===== config.mk =====
export PLATFORM = sky130hd
export DESIGN_NAME = ws2812_frame_ctl
export DESIGN_NICKNAME = d
export VERILOG_FILES = /design/src/rtl/ws2812_frame_ctl.sv
export SDC_FILE = /design/constraint.sdc
export NUM_CORES = 1
export LEC_CHECK = 0
export CORE_MARGIN = 10
export CORE_UTILIZATION = 55
export CTS_CLUSTER_SIZE = 40
export DETAILED_ROUTE_END_ITERATION = 12
export DONT_BUFFER_PORTS = 1
export PLACE_DENSITY = 0.79
export SYNTH_ARGS = -nofsm -noshare
export SYNTH_HDL_FRONTEND = slang
export SYNTH_SLANG_ARGS = --single-unit

===== constraint.sdc =====
create_clock -name clk_in -period 4.1 [get_ports clk_in]
set_input_delay 0.41 -clock clk_in [delete_from_list [all_inputs] [get_ports clk_in]]
set_output_delay 0.41 -clock clk_in [all_outputs]
set_load 0.005 [all_outputs]

===== src/rtl/ws2812_frame_ctl.sv =====
// Frame sequencer for the WS2812 bit encoder: fetches 24-bit GRB words from pixel RAM,
// hands them to the encoder one bit at a time (MSB first), then holds a latch gap.
`timescale 1ns/1ps

// state     | meaning
// S_IDLE    | waiting for frame_start_in; outputs quiet except sticky error
// S_READ    | ram_rd_en_out high this cycle for pixel r_pix
// S_CAPTURE | RAM word valid; load shifter and raise the first bit_rdy
// S_ISSUE   | raise bit_rdy for the next bit of the current word
// S_WAIT    | waiting for bit_done_in, timeout counter running
// S_LATCH   | line held low for the latch gap; frame_done at its end
module ws2812_frame_ctl #(
  parameter int          ADDR_WIDTH  = 8,
  parameter logic [15:0] CNT_LATCH   = 16'd12000,
  parameter logic [15:0] CNT_TIMEOUT = 16'd1000
) (
  input  logic                  clk_in,
  input  logic                  rst_n_in,
  input  logic                  frame_start_in,
  input  logic [ADDR_WIDTH-1:0] led_num_in,
  output logic                  ram_rd_en_out,
  output logic [ADDR_WIDTH-1:0] ram_rd_addr_out,
  input  logic [23:0]           ram_rd_data_in,
  output logic                  bit_rdy_out,
  output logic                  bit_data_out,
  input  logic                  bit_done_in,
  output logic                  frame_busy_out,
  output logic                  frame_done_out,
  output logic                  frame_err_out
);

  typedef enum logic [2:0] {
    S_IDLE,
    S_READ,
    S_CAPTURE,
    S_ISSUE,
    S_WAIT,
    S_LATCH
  } state_t;

  state_t                r_state;
  logic [ADDR_WIDTH-1:0] r_count;
  logic [ADDR_WIDTH-1:0] r_pix;
  logic [23:0]           r_shift;
  logic [4:0]            r_bit_idx;
  logic [15:0]           r_tmo_cnt;
  logic [15:0]           r_lat_cnt;

  logic                  r_ram_rd_en;
  logic [ADDR_WIDTH-1:0] r_ram_rd_addr;
  logic                  r_bit_rdy;
  logic                  r_bit_data;
  logic                  r_busy;
  logic                  r_done;
  logic                  r_err;

  logic w_last_pix;
  logic w_tmo_hit;
  logic w_lat_pre;
  logic w_lat_end;

  // Compare before increment, so r_pix never wraps even at the maximum count.
  assign w_last_pix = (r_pix == r_count - ADDR_WIDTH'(1));
  assign w_tmo_hit  = (r_tmo_cnt == CNT_TIMEOUT - 16'd1);
  // frame_done is raised during the final LATCH cycle; CNT_LATCH must be >= 2.
  assign w_lat_pre  = (r_lat_cnt == CNT_LATCH - 16'd2);
  assign w_lat_end  = (r_lat_cnt == CNT_LATCH - 16'd1);

  always_ff @(posedge clk_in or negedge rst_n_in) begin
    if (!rst_n_in) begin
      r_state       <= S_IDLE;
      r_count       <= '0;
      r_pix         <= '0;
      r_shift       <= '0;
      r_bit_idx     <= '0;
      r_tmo_cnt     <= '0;
      r_lat_cnt     <= '0;
      r_ram_rd_en   <= 1'b0;
      r_ram_rd_addr <= '0;
      r_bit_rdy     <= 1'b0;
      r_bit_data    <= 1'b0;
      r_busy        <= 1'b0;
      r_done        <= 1'b0;
      r_err         <= 1'b0;
    end else begin
      r_ram_rd_en <= 1'b0;
      r_bit_rdy   <= 1'b0;
      r_done      <= 1'b0;

      case (r_state)
        S_IDLE: begin
          if (frame_start_in) begin
            r_count    <= led_num_in;
            r_pix      <= '0;
            r_busy     <= 1'b1;
            r_err      <= 1'b0;
            r_bit_data <= 1'b0;
            if (led_num_in == '0) begin
              r_lat_cnt <= '0;
              r_state   <= S_LATCH;
            end else begin
              r_ram_rd_en   <= 1'b1;
              r_ram_rd_addr <= '0;
              r_state       <= S_READ;
            end
          end
        end

        S_READ: begin
          r_state <= S_CAPTURE;
        end

        S_CAPTURE: begin
          r_shift    <= ram_rd_data_in;
          r_bit_idx  <= 5'd23;
          r_bit_rdy  <= 1'b1;
          r_bit_data <= ram_rd_data_in[23];
          r_tmo_cnt  <= '0;
          r_state    <= S_WAIT;
        end

        S_ISSUE: begin
          r_bit_rdy  <= 1'b1;
          r_bit_data <= r_shift[23];
          r_tmo_cnt  <= '0;
          r_state    <= S_WAIT;
        end

        S_WAIT: begin
          // A done arriving on the timeout cycle still counts as a normal bit.
          if (bit_done_in) begin
            r_shift <= {r_shift[22:0], 1'b0};
            if (r_bit_idx != 5'd0) begin
              r_bit_idx <= r_bit_idx - 5'd1;
              r_state   <= S_ISSUE;
            end else if (!w_last_pix) begin
              r_pix         <= r_pix + ADDR_WIDTH'(1);
              r_ram_rd_en   <= 1'b1;
              r_ram_rd_addr <= r_pix + ADDR_WIDTH'(1);
              r_state       <= S_READ;
            end else begin
              r_bit_data <= 1'b0;
              r_lat_cnt  <= '0;
              r_state    <= S_LATCH;
            end
          end else if (w_tmo_hit) begin
            r_err      <= 1'b1;
            r_bit_data <= 1'b0;
            r_lat_cnt  <= '0;
            r_state    <= S_LATCH;
          end else begin
            r_tmo_cnt <= r_tmo_cnt + 16'd1;
          end
        end

        S_LATCH: begin
          r_bit_data <= 1'b0;
          if (w_lat_end) begin
            r_busy  <= 1'b0;
            r_state <= S_IDLE;
          end else begin
            r_done    <= w_lat_pre;
            r_lat_cnt <= r_lat_cnt + 16'd1;
          end
        end

        default: begin
          r_state <= S_IDLE;
        end
      endcase
    end
  end

  assign ram_rd_en_out   = r_ram_rd_en;
  assign ram_rd_addr_out = r_ram_rd_addr;
  assign bit_rdy_out     = r_bit_rdy;
  assign bit_data_out    = r_bit_data;
  assign frame_busy_out  = r_busy;
  assign frame_done_out  = r_done;
  assign frame_err_out   = r_err;

endmodule

## After elaboration in Yosys (flattened, before gate mapping)

Cells that the tools add are included.

- Register bits after elaboration: 94
- Bits of input ports: 36
- Output and inout port bits: 14
- Word-level logic and storage cells: 117

- Add/sub/neg operators: 5
- Equal/unequal tests: 24
- Mux-type cells: 53
- Reductions and logical operators: 21

Operators by type and width:

| operator | number |
|---|---|
| $mux W16 | 9 |
| $mux W8 | 6 |
| $pmux W16 S3 | 1 |
| $pmux W24 S2 | 1 |
| $add A16 B1 Y16 const B | 2 |
| $eq A16 B14 Y1 const B | 2 |
| $pmux W16 S2 | 1 |
| $pmux W8 S2 | 2 |
| $mux W24 | 1 |
| $ne A2 B2 Y1 const B | 12 |
| $mux W3 | 7 |
| $mux W1 | 17 |
| $eq A16 B10 Y1 const B | 1 |
| $pmux W3 S5 | 1 |
| $reduce_and A3 Y1 | 4 |
| $mux W5 | 2 |
| $pmux W5 S2 | 1 |
| $reduce_and A5 Y1 | 2 |
| $reduce_bool A5 Y1 | 2 |
| $ne A3 B3 Y1 const B | 3 |
| $add A8 B1 Y8 const B | 1 |
| $eq A8 B8 Y1 | 1 |
| $logic_not A8 Y1 | 1 |
| $reduce_bool A2 Y1 | 4 |
| other kinds (14) | 19 |

## Logic depth before layout (Yosys ltp)

Gate-level depths: netlist of run 1.

- Depth after elaboration: 6
- Depth in mapped cells: 10
- Mapped depth without buffers: 8

## Least setup slack after synthesis of run 1

OpenSTA, ideal clock, no wires.

- Path type: reg-to-reg
- From: register r_count[0]
- To: register r_ram_rd_addr[1], in the netlist ram_rd_addr_out[1]
- Setup time: 0.127 ns
- Data arrival time: 2.278 ns
- Data required time: 3.973 ns
- Slack: 1.695 ns
- Cell stages (with the launch flop): 11
- Buffers on the path: 2
- Cells stage by stage: dfrtp_1 > inv_1 > ha_1 > nor3b_1 > nand4b_1 > a41o_1 > a2111oi_4 > or2_1 > buf_4 > buf_6 > o21ai_1

- Longest elaborated chain between the ends: 4

Ends and longest elaborated chain:

| what | RTL line | text |
|---|---|---|
| from (decl) | 42 | `logic [ADDR_WIDTH-1:0] r_count;` |
| from (signal assigned) | 93 | `r_count <= led_num_in;` |
| $sub A8 B1 Y8 | 63 | `assign w_last_pix = (r_pix == r_count - ADDR_WIDTH'(1));` |
| $eq A8 B8 Y1 | 63 |  |
| $ne A2 B2 Y1 (no line) | -- |  |
| $reduce_and A6 Y1 (no line) | -- |  |
| to (signal assigned) | 139 | `r_ram_rd_addr <= r_pix + ADDR_WIDTH'(1);` |
| to (decl) | 50 | `logic [ADDR_WIDTH-1:0] r_ram_rd_addr;` |

Every way passes these cells.
A chain may end at the register's enable or synchronous reset.

## Worst setup path in the final report of run 1

- From: register r_count[0]
- To: register r_ram_rd_addr[7], in the netlist ram_rd_addr_out[7]

Same word-level chain as after synthesis.

==> results of run 1 <==
[layout by cell type, fill, tap and decap left out, drive strengths merged, types with 10 or more instances in the layout]
cell type	Yosys	routed
dfrtp	94	94
nand2	60	60
o21ai	51	51
nor2	42	42
nand3	30	30
mux2i	25	25
xnor2	21	21
nor3	21	21
a21oi	19	19
inv	11	15
nor4	11	11
a31oi	11	11
xor2	10	10
[power breakdown]
group | internal [mW] | total, mW | switching (mW)
sequential | 1.18 | 1.42 | 0.241
combinational | 0.376 | 0.923 | 0.546
clock | 0.292 | 0.638 | 0.346
[worst reg2reg max path: stages, from the launching register on]
cell and delay (ns):
dfrtp_1 0.41, inv_1 0.08, ha_1 0.18, nor3b_1 0.46, nand4b_1 0.16, a41o_1 0.30, a2111oi_4 0.49, buf_4 0.26
or2_1 0.44, o21ai_0 0.16
[through the flow]
stage	setup WS [ns]	cell area, um2	total power, mW	hold WS [ns]	std cells
floorplan	1.70	4990	2.12	0.114	529
global placement	1.22	5050	2.28	0.118	616
detailed placement	1.03	5050	2.33	0.118	616
CTS	1.03	5290	3.00	0.147	634
global route	0.613	5290	3.20	0.144	634
finish	1.02	5290	2.98	0.155	634
[logic make-up after synthesis]
family	count (synthesis)	share of synthesized area (%)
AOI/OAI and AO/OA	117	14.9
adders and majority gates	6	1.51
buffers and inverters	38	3.21
muxes	34	7.05
and+or+nand+nor	209	20.7
DFF	94	47.2
xor gates and xnor gates	31	5.44
[layer usage]
metal  vias up  wire (um)  track usage (%)
met5         -          0                0
li1       1892          -                -
met3        16        858             6.41
met2       111       5000             25.9
met1      1881       4800             22.7
met4         0        175             5.03
[registers in the layout, indices dropped and copies added, names as in the netlist]
signal,count
ram_rd_addr_out,8
r_count,8
r_tmo_cnt,16
frame_busy_out,1
frame_done_out,1
bit_data_out,1
r_shift,24
frame_err_out,1
r_lat_cnt,16
ram_rd_en_out,1
r_bit_idx,5
r_state,3
bit_rdy_out,1
r_pix,8
[what timing repair did]
| action | in CTS | in global routing |
|---|---|---|
| hold endpoints to repair | 94 | 0 |
| hold buffers | 2 | 0 |
| gates resized for setup | 0 | 0 |
[final cells by class]
type / instances / area, um2
fill: 737 / 3470
multi-input combinational: 397 / 2480
sequential: 94 / 2350
tap: 108 / 135
clock buffer: 9 / 124
clock inverter: 7 / 80.1
timing repair buffer: 7 / 75.1
inverter: 12 / 45.0
[how the worst max path moves through the flow]
stage                from            endpoint  slack [ns]  cells after the start
2_1_floorplan  r_count[0]  ram_rd_addr_out[1]        1.70                     10
3_3_place_gp   r_count[0]  ram_rd_addr_out[7]        1.22                      9
3_5_place_dp   r_count[0]  ram_rd_addr_out[7]        1.03                      9
4_1_cts        r_count[0]  ram_rd_addr_out[7]        1.03                      9
5_1_grt        r_count[0]  ram_rd_addr_out[7]        0.61                      9
6_report       r_count[0]  ram_rd_addr_out[7]        1.02                      9
==> metrics.md, run 1 <==
| Metric | Value |
|---|---|
| Vias in the first global route | 3749 |
| Die H | 115 um |
| Hold Crit Endpoint | r_state[2] |
| Tot GR Track Use | 17.2% |
| Largest net degree at the start of global routing | 95 |
| Async SR Flop Fraction | 100% |
| CTS tree | yes |
| Leakage power total | 2.32 nW |
| Initial antenna violation count | 0 |
| Longest Clk Path Bufs | 2 |
| Initial Util | 56.9% |
| Most area-hungry cell type in the Yosys netlist | dfrtp_1 |
| Die Wd | between 100 and 150 um |
| I/O Pins | 50 |
| Synth warnings | 0 |
| Die ar. | 0.0133 mm2 |
| Syn nets | around 570 |
| Worst-path clk slew | 0.10 ns |
| Post-synthesis cell area | 0.00499 mm2 |
| Syn Area/Cell | 9.43 um2 |
| Reg2reg path depth | 9 |
| Layout cells sized above 1 | 7.60% |
| RR Startpoint | r_count[0] |
| Worst Hold Class | input pin to flop |
| Total gr overflow | 0 |
| Fin. Hold Viols | 0 |
| Routed vias/inst | 6.15 |
| # Max-Cap Violations | 0 |
| Top_reg_cell synth | dfrtp_1 |
| CP max stage cell | a2111oi_4 |
| RSZ-0062 raised after global routing | no |
| Post-CTS setup repair buffer count | 0 |
| CP cell instances | inv_1 > ha_1 > nor3b_1 > nand4b_1 > a41o_1 > a2111oi_4 > buf_4 > or2_1 > o21ai_0 |
| H-tree levels | 3 |
| Synth Register Bits | 94 |
| Fin nets | 563 |
| Area grow syn2layout | 6.05% |
| Routability cong. | 0.860 |
| Final setup violation count | 0 |
| Number of enable flip-flop cells after synthesis | 0 |
| Final design utilization | 60.4% |
| CP endpoint kind | flop |
| Hold Path Depth | 1 |
| Routed Antenna Nets | 0 |
| CP max FO | 15 |
| Clk root buf | clkbuf_8 |
| Synth top area share | 47.2% |
| Max Transition Viols Final | 0 |
| Pwr dens | 563 mW/mm2 |
| Worst path buffer plus inverter count | 2 |
| Ant diodes | 0 |
| Minimum clock period | 3.09 ns |
| Top cells by area, synth | dfrtp_1 (47%), mux2i_1 (5.0%), nand2_1 (4.5%) |
| Synth cell types | 57 |
| Port-buffer cells | 0 |
| Most frequent cell after synthesis | dfrtp_1 |
| CP peak stage delay | 0.49 ns |
| Clock sinks | 94 |
| Post-Synthesis Cells | roughly 530 |
| Total Neg Setup Slack | 0 ns |
| Total CTS buffers | 9 |
| R2r setup slk | 1.02 ns |
| Setup Skew | 0.0129 ns |
| Post-synth top cells | dfrtp_1 (94), nand2_1 (60), nor2_1 (42), o21ai_0 (42), nand3_1 (30) |
| Critical Setup Path Class | flop to flop |
| Startpoint types | flop |
| Vias | between 3000 and 4000 |
| Rows | 34 |
| Drt initial violations | 321 |
| Status | complete, no violations |
| Core area | about 0.0088 mm2 |
| Worst-skew pair later-pin latency | 0.37 ns |
| F_max | 324 MHz |
| R2R Path End | ram_rd_addr_out[7] |
| Period Utilization, post-route | about three quarters |
| Pre-antenna DRT Iters | 6 |
| DRT Wirelength | 10800 um |
| Hold path start | bit_done_in |
| Remaining DRCs | 0 |
| Sequential fraction of the synthesis area | 47.2% |
| Final HPWL DP | between 7000 and 8000 um |
| WL/cell | approximately 17 um |
| CP delay by family, top | simple AND/OR/NAND/NOR gates |
| Worst-Margin Slew | 0.854 ns |
| Rel. slew slack | 42.5% |
| First-pass GRT wire length | 18900 um |
| Worst IR Drop VDD | 0.000314 V |
| WP data arrival | 3.31 ns |
| Required @ worst endpoint | 4.33 ns |
(Power assumes the default switching activity.)
==> run 2: changes to the inputs <==
==> constraint.sdc (replaced) <==
create_clock -name clk_in -period 3.07 [get_ports clk_in]
set_input_delay 0.307 -clock clk_in [delete_from_list [all_inputs] [get_ports clk_in]]
set_output_delay 0.307 -clock clk_in [all_outputs]
set_load 0.005 [all_outputs]
==> metrics.md, run 2 (synthesis gave the netlist of run 1 again) <==
| Metric | Value |
|---|---|
| Port-buffer cells | 0 |
| Total power | 4.09 mW |
| Drt initial violations | 286 |
| R2R Path End | r_lat_cnt[4] |
| Hold path start | bit_done_in |
| Reg2reg path depth | 8 |
| Vias | 3963 |
| Critical Setup Path Class | flop to flop |
| Routed Antenna Nets | 0 |
| First-pass GRT wire length | 18800 um |
| Pre-antenna DRT Iters | 5 |
| Remaining DRCs | 0 |
| CP max FO | 13 |
| CTS tree | yes |
| Fin nets | 567 |
| Area grow syn2layout | 7.20% |
| Minimum clock period | 2.78 ns |
| Final setup violation count | 0 |
| Startpoint types | flop |
| Most frequent cells in the layout | dfrtp_1 (94), nand2_1 (60), o21ai_0 (42), nor2_1 (41), nand3_1 (30) |
| H-tree levels | 3 |
| Die Wd | 115 um |
| Worst Setup SP | r_bit_idx[0] |
| RR Startpoint | r_bit_idx[0] |
| Clk root buf | clkbuf_8 |
| Ant diodes | 0 |
| Routed vias/inst | 6.21 |
| Final HPWL DP | between 7000 and 8000 um |
| Most common cell after layout, fill and taps aside | dfrtp_1 |
| Total Neg Setup Slack | 0 ns |
| Required @ worst endpoint | 3.28 ns |
| I/O Pins | 50 |
| Worst-skew pair later-pin latency | 0.37 ns |
| Longest Clk Path Bufs | 2 |
| Largest net degree at the start of global routing | between 90 and 100 |
| R2r setup slk | 0.29 ns |
| Hold Path Depth | 1 |
| Routability cong. | 0.821 |
| RSZ-0062 raised after global routing | no |
| Period Utilization, post-route | 90.5% |
| Initial antenna violation count | 0 |
| # Max-Cap Violations | 0 |
| Layout cells sized above 1 | 8.49% |
| WL/cell | roughly 17 um |
| Dpl cells | 620 |
| Total gr overflow | 0 |
| Post-CTS setup repair buffer count | 0 |
| WP data arrival | 2.99 ns |
| Total CTS buffers | 9 |
| Rows | 34 |
| Final design utilization | between 60% and 70% |
| Met1 Usage GRT | 23.1% |
| Met3 usage | 5.16% |
| Worst-Margin Slew | about 0.85 ns |
| Worst-path clk slew | approximately 0.10 ns |
| Worst Hold Class | input pin to flop |
| Register bank with the most flops | r_shift |
| Fin. Hold Viols | 0 |
| Die ar. | approximately 0.013 mm2 |
| Pwr dens | 766 mW/mm2 |
| Tot GR Track Use | 17.2% |
| Post-Layout Cell Count | ~640 |
| Worst IR Drop VDD | 0.000412 V |
| Setup Skew | 0.0176 ns |
| DRT Wirelength | 10900 um |
| Setup slack after layout | 0.291 ns |
| Largest registers | r_shift (24), r_lat_cnt (16), r_tmo_cnt (16) |
| Gr busiest metal | met2 |
| Status | complete, no violations |
| Die H | 115 um |
| F_max | 360 MHz |
| Max Transition Viols Final | 0 |
| Core area | approximately 0.0088 mm2 |
| Number of flip-flops in the largest register | 24 |
| CP endpoint kind | flop |
| Rel. slew slack | 43.1% |
| Post-place setup slack | 0.161 ns |
| Initial Util | 56.9% |
| Clock sinks | 94 |
| Leakage power total | 2.35 nW |
| Grt met2 use | 25.8% |
| Vias in the first global route | 3838 |
| Hold Crit Endpoint | r_state[2] |
==> run 2: area by class of cell <==
| cell class | instances | area, um2 |
|---|---|---|
| Multi-Input combinational cell | 397 | 2480 |
| Clock inverter | 7 | 103 |
| Fill cell | 731 | 3420 |
| Sequential cell | 94 | 2350 |
| Timing Repair Buffer | 11 | 105 |
| Inverter | 12 | 45.0 |
| Clock buffer | 9 | 124 |
| Tap cell | 108 | 135 |
==> run 2: what timing repair did <==
| action | in CTS | in global routing |
|---|---|---|
| setup endpoints to repair | 0 | 24 |
| resized for setup | 0 | 1 |
| hold buffers | 2 | 0 |
| hold endpoints to repair | 94 | 0 |
==> run 2: worst max path at each step <==
stage                          to  slack, ns  cells past startpoint
5_1_grt        ram_rd_addr_out[7]       0.04                      9
3_5_place_dp   ram_rd_addr_out[7]       0.16                      9
6_report             r_lat_cnt[4]       0.29                      8
3_3_place_gp   ram_rd_addr_out[7]       0.31                      9
4_1_cts        ram_rd_addr_out[7]       0.12                      9
2_1_floorplan  ram_rd_addr_out[1]       0.67                     10
==> run 2: metrics by stage <==
stage,hold slack [ns],cell area (um2)
4_1_cts,0.0598,5340
3_5_place_dp,0.0148,5080
5_1_grt,0.0494,5350
2_1_floorplan,0.0114,4990
3_3_place_gp,0.0151,5080
6_report,0.0696,5350
==> run 2: critical path, stage by stage, from the launching register on <==
cell	delay (ns)
dfrtp_1	0.43
inv_1	0.07
ha_1	0.18
or4b_2	0.67
nand3_1	0.15
o311ai_0	0.18
a21o_1	0.38
a2111oi_0	0.43
a21oi_1	0.13
==> run 2: metal layers <==
metal / vias up / wire length [um]
li1: 1899 / -
met3: 12 / 899
met5: - / 0
met4: 0 / 159
met2: 124 / 5090
met1: 1928 / 4740
==> run 2: report_power, final <==
| group | total (mW) | switching [mW] | leakage (nW) | internal [mW] |
|---|---|---|---|---|
| Clock | 0.935 | 0.465 | 0.111 | 0.471 |
| Combinational | 1.26 | 0.745 | 1.03 | 0.520 |
| Sequential | 1.89 | 0.323 | 1.22 | 1.57 |
